File: src/rtl/rca_pkg.sv
// Shared definitions for the nibble-serial adder sequencer: slice width,
// FSM state encoding and the slice-count helper.
package rca_pkg;

    localparam int SLICE_W = 4;

    typedef enum logic [1:0] {
        ST_IDLE = 2'd0,
        ST_RUN  = 2'd1,
        ST_DONE = 2'd2
    } state_e;

    function automatic int slice_count(input int width);
        return width / SLICE_W;
    endfunction

endpackage

File: src/rtl/ripple_carry_adder.sv
// Purely combinational SLICE_W-bit ripple-carry adder; the one arithmetic
// resource time-shared by the sequencer.
module ripple_carry_adder
    import rca_pkg::*;
(
    input  logic [SLICE_W-1:0] a,
    input  logic [SLICE_W-1:0] b,
    input  logic               c_in,
    output logic [SLICE_W-1:0] s,
    output logic               c_out
);

    logic [SLICE_W:0] chain;

    assign chain[0] = c_in;

    for (genvar i = 0; i < SLICE_W; i++) begin : g_bit
        assign s[i]       = a[i] ^ b[i] ^ chain[i];
        assign chain[i+1] = (a[i] & b[i]) | (chain[i] & (a[i] ^ b[i]));
    end

    assign c_out = chain[SLICE_W];

endmodule

File: src/rtl/rca_multiword_sequencer.sv
// Adds or subtracts WIDTH-bit operands one nibble per clock through a single
// shared ripple-carry adder, LSB slice first, with the carry registered between slices.
module rca_multiword_sequencer
    import rca_pkg::*;
#(
    parameter int WIDTH = 16
)
(
    input  logic             clk,
    input  logic             rst,
    input  logic             start,
    input  logic             sub,
    input  logic             c_in,
    input  logic [WIDTH-1:0] op_a,
    input  logic [WIDTH-1:0] op_b,
    output logic             busy,
    output logic             done,
    output logic [WIDTH-1:0] sum,
    output logic             c_out,
    output logic             overflow
);

    localparam int NSLICE = slice_count(WIDTH);
    localparam int IDX_W  = $clog2(NSLICE);
    localparam logic [IDX_W-1:0] LAST_IDX = IDX_W'(NSLICE - 1);

    if ((WIDTH % SLICE_W) != 0 || WIDTH < 2 * SLICE_W) begin : g_bad_width
        $error("rca_multiword_sequencer: WIDTH must be a multiple of 4 and >= 8");
    end

    state_e             state_q;
    logic [IDX_W-1:0]   idx_q;
    logic               carry_q;
    logic [WIDTH-1:0]   a_q;
    logic [WIDTH-1:0]   b_eff_q;
    logic [WIDTH-1:0]   sum_q;
    logic               c_out_q;
    logic               ovf_q;
    logic               busy_q;
    logic               done_q;

    logic [SLICE_W-1:0] rca_a;
    logic [SLICE_W-1:0] rca_b;
    logic [SLICE_W-1:0] rca_s;
    logic               rca_co;
    logic               ovf_d;

    always_comb begin
        rca_a = a_q[idx_q*SLICE_W +: SLICE_W];
        rca_b = b_eff_q[idx_q*SLICE_W +: SLICE_W];
    end

    ripple_carry_adder u_rca (
        .a     (rca_a),
        .b     (rca_b),
        .c_in  (carry_q),
        .s     (rca_s),
        .c_out (rca_co)
    );

    // Signed overflow: operands agree in sign but the MSB slice result does not.
    assign ovf_d = (a_q[WIDTH-1] == b_eff_q[WIDTH-1]) && (rca_s[SLICE_W-1] != a_q[WIDTH-1]);

    always_ff @(posedge clk) begin
        if (rst) begin
            state_q <= ST_IDLE;
            idx_q   <= '0;
            carry_q <= 1'b0;
            a_q     <= '0;
            b_eff_q <= '0;
            sum_q   <= '0;
            c_out_q <= 1'b0;
            ovf_q   <= 1'b0;
            busy_q  <= 1'b0;
            done_q  <= 1'b0;
        end else begin
            case (state_q)
                ST_IDLE: begin
                    if (start) begin
                        a_q     <= op_a;
                        b_eff_q <= sub ? ~op_b : op_b;
                        carry_q <= sub ? 1'b1 : c_in;
                        idx_q   <= '0;
                        sum_q   <= '0;
                        state_q <= ST_RUN;
                        busy_q  <= 1'b1;
                    end
                end
                ST_RUN: begin
                    sum_q[idx_q*SLICE_W +: SLICE_W] <= rca_s;
                    carry_q <= rca_co;
                    if (idx_q == LAST_IDX) begin
                        idx_q   <= '0;
                        c_out_q <= rca_co;
                        ovf_q   <= ovf_d;
                        state_q <= ST_DONE;
                        busy_q  <= 1'b0;
                        done_q  <= 1'b1;
                    end else begin
                        idx_q <= idx_q + 1'b1;
                    end
                end
                ST_DONE: begin
                    state_q <= ST_IDLE;
                    done_q  <= 1'b0;
                end
                default: begin
                    state_q <= ST_IDLE;
                    idx_q   <= '0;
                    busy_q  <= 1'b0;
                    done_q  <= 1'b0;
                end
            endcase
        end
    end

    assign busy     = busy_q;
    assign done     = done_q;
    assign sum      = sum_q;
    assign c_out    = c_out_q;
    assign overflow = ovf_q;

    a_busy_done_exclusive: assert property (@(posedge clk) disable iff (rst) !(busy_q && done_q));
    a_idx_in_range:        assert property (@(posedge clk) disable iff (rst) idx_q <= LAST_IDX);

endmodule

File: config.mk
export PLATFORM = sky130hd
export DESIGN_NAME = rca_multiword_sequencer
export DESIGN_NICKNAME = d
export VERILOG_FILES = /design/src/rtl/rca_pkg.sv /design/src/rtl/ripple_carry_adder.sv /design/src/rtl/rca_multiword_sequencer.sv
export SDC_FILE = /design/constraint.sdc
export NUM_CORES = 1
export LEC_CHECK = 0
export ABC_AREA = 1
export BUFFER_PORTS_ARGS = -buffer_cell sky130_fd_sc_hd__buf_2
export CAP_MARGIN = 20
export CORE_MARGIN = 5
export CORE_UTILIZATION = 50
export DETAILED_ROUTE_END_ITERATION = 12
export MAX_ROUTING_LAYER = met4
export PLACE_DENSITY_LB_ADDON = 0.25
export SETUP_SLACK_MARGIN = 0.02
export SYNTH_ARGS = -nofsm -noshare
export SYNTH_HDL_FRONTEND = slang
export SYNTH_SLANG_ARGS = --single-unit
export TNS_END_PERCENT = 5
File: constraint.sdc
create_clock -name clk -period 3.9 [get_ports clk]
set_input_delay 1.17 -clock clk [delete_from_list [all_inputs] [get_ports clk]]
set_output_delay 1.17 -clock clk [all_outputs]
set_load 0.005 [all_outputs]
==> results.md <==
- Total track usage: 0.186
- Hold Path End: c_out
- RSZ-0062 raised after global routing: no
- Most common cell after layout, fill and taps aside: nor2_1
- Distinct cells, synth: 24
- Via/cell ratio: about 4.9
- Gpl congestion: 0.846
- Chip height: approximately 85 microns
- Root Buffer: clkbuf_8
- Crit Path Max Fanout: 11
- Crit path from: idx_q[0]
- Clk Latency, worst-skew pair: between 0.3 and 0.4 ns
- M1 GR Usage: 0.227
- Post-Syn Area: approximately 2800 sq um
- Starting Density: 0.512
- H-tree Lvls: 3
- Largest net degree at the start of global routing: 48
- Share of layout cells above drive strength 1: 0.174
- Run status: finished clean
- Vias in the first global route: between 2000 and 2500
- Syn Inst Count: ~400
- Grt met3 use: 0.0485
- Crit share post-route: 0.804
- IO buf count: 56
- Final setup fails: 0
- Full die area: around 7000 sq um
- VDD IR-drop max: 203 uV
- Max-cap violations: 0
- Worst EP required: between 4 and 5 ns
- Leak: approximately 1.5 nW
- Overflow left after global routing: 0
- Fmax achieved: about 0.32 GHz
- Register-to-register setup slack: roughly 0.77 ns
- Minimum clock period: ~3.1 ns
- DR WL/cell: 11.7 microns
- Clock share of power: 0.355
- Die W: approximately 85 microns
- NetSw: a little under 0.4 mW
- Worst reg2reg path depth: 17
- Ant. Diodes: 0
- # IOs: 57
- Via Count: 2555
- Design area: 3230 sq um
- Core area: roughly 5500 sq um
- Wirelength, routed: roughly 6000 microns
- Detailed Routing Iterations Pass 1: 4
- Avg Cell Area, Syn: just over 7 sq um
- CP arrival: about 3.4 ns
- Nets: between 400 and 500
- First-pass GRT wire length: between 10000 and 15000 microns
- Post-DP Area: between 3000 and 4000 sq um
- Post-cts resize count: 0
- Slew margin rel.: 0.528
- Seq pwr share: 0.474
- Setup TNS: 0 ns
- Fillers: ~550
- Post-synth top flop: dfxtp_1
- Hold path depth: 2
- Clock Skews: roughly 0.009 ns
- CTS clk-pin slew, worst paths: roughly 0.06 ns
- Register area share after synthesis: 0.408
- Highest-count cells in the layout ignoring fill and taps: 95 x nor2_1, 70 x nand2_1, 57 x dfxtp_1
- Post-CTS Setup Inserts: 0
- Clock Tree Buf Depth: 2
- Internal power: 0.974 mW
- Worst min path class: register to register
- Reg2reg start: idx_q[0]
- Crit start category: register
- Row cnt: 27
- Slew @ Worst Pin: a little over 0.7 ns
- GR peak layer: met2
- Met2 usage: 0.285
- FF+latch count, synth: 57
- Syn Nets: 440
- CTS tree: yes
- Clk sinks: 57
- Async set-reset flop share out of synthesis: 0
- Inserted Clock Buffers: 9
- Final hold vios: 0
- Slew Viols, Final: 0
- Power density cells: ~420 nW/um^2
- DPL Wire Length: 4420 microns
- Combinational Power Share: 0.171
- Antenna Nets Post-Route: 0
- Worst Hold Launch: c_out
- Area Overhead vs Synth: 15.3%
- CTS Hold Bufs: 0
- Sw frac: 0.284
- Yosys warnings: 0
- Antenna violations before repair: 0
- Remaining DRCs: 0
- Reg2reg end: sum[7]
- Detailed Route Iter0 Violations: approximately 130
- Number of flops mapped to enable cells by yosys: 0
- CP Class: register to register
- CP endpoint kind: register
## cell usage after synthesis, types with 5 or more instances
master     n  share of area
buf_6      6          0.024
o21ai_0   34          0.061
dfxtp_1   57           0.41
clkbuf_1   9          0.012
xnor2_1   16          0.050
inv_1     22          0.029
nor2_1    95           0.13
nand3_1   25          0.045
nand2_1   70          0.094
buf_2      5         0.0089
a21oi_1   28          0.050
## power groups by stage
stage	sequential, mW	combinational, mW	clock, mW
6_report	0.645	0.233	0.483
5_1_grt	0.649	0.272	0.518
4_1_cts	0.645	0.235	0.495
3_5_place_dp	0.658	0.233	0
3_3_place_gp	0.657	0.230	0
2_1_floorplan	0.647	0.186	0
## through the flow
step	instances	hold WS [ns]	util	worst slack [ns]	power, mW
global route	520	0.493	0.590	0.453	1.44
finish	520	0.466	0.590	0.766	1.36
global placement	504	0.452	0.558	0.884	0.887
detailed placement	504	0.460	0.558	0.795	0.891
CTS	520	0.468	0.590	0.774	1.37
floorplan	395	0.425	-	0.998	0.833
## critical path, cell delays in order (launching register included)
cell	delay [ns]
dfxtp_1	0.47
clkinv_1	0.30
nor2_1	0.16
nor2_1	0.06
a21oi_1	0.17
fa_1	0.19
inv_1	0.05
fa_1	0.34
inv_1	0.08
fa_1	0.17
inv_1	0.05
fa_1	0.55
inv_1	0.08
nor2_1	0.12
nand2_1	0.06
nor2_1	0.10
nor2_1	0.05
nor2_1	0.07
## registers in the layout, summed over array words and instances, names as in the netlist
register,count
a_q,16
b_eff_q,16
busy,1
c_out,1
carry_q,1
done,1
idx_q,2
overflow,1
state_q,2
sum,16
## worst max-delay path by stage
stage | to | slack (ns) | cells past startpoint
after floorplan | sum[7] | 1.0 | 18
after global routing | sum[7] | 0.45 | 17
final | sum[7] | 0.77 | 17
after detailed placement | sum[7] | 0.79 | 17
after global placement | sum[7] | 0.88 | 17
after CTS | sum[7] | 0.77 | 17
## logic make-up (layout without fill, tap and decap cells)
logic type,Yosys count,in the layout,synth area share
and+or+nand+nor,199,199,0.290
AOI/OAI and AO/OA,66,66,0.120
DFF,57,57,0.408
buffers and inverters,49,102,0.0858
xor gates and xnor gates,16,16,0.0500
adders and majority gates,8,8,0.0465
## layer usage
layer | part of all wire | routed length [microns]
met4 | 0.022 | 132
met2 | 0.47 | 2830
met3 | 0.048 | 290
met1 | 0.46 | 2810
met5 | 0 | 0
## final cells by class
| class | count | area (sq um) | area share |
|---|---|---|---|
| Timing Repair Buffer | 59 | 303 | 0.0938 |
| Inverter | 27 | 101 | 0.0314 |
| Tap cell | 72 | 90.1 | 0.0279 |
| Clock buffer | 13 | 159 | 0.0492 |
| Multi-Input combinational cell | 289 | 1420 | 0.440 |
| Clock inverter | 3 | 15.0 | 0.00465 |
| Sequential cell | 57 | 1140 | 0.353 |
Power figures use the tool's default switching activity.
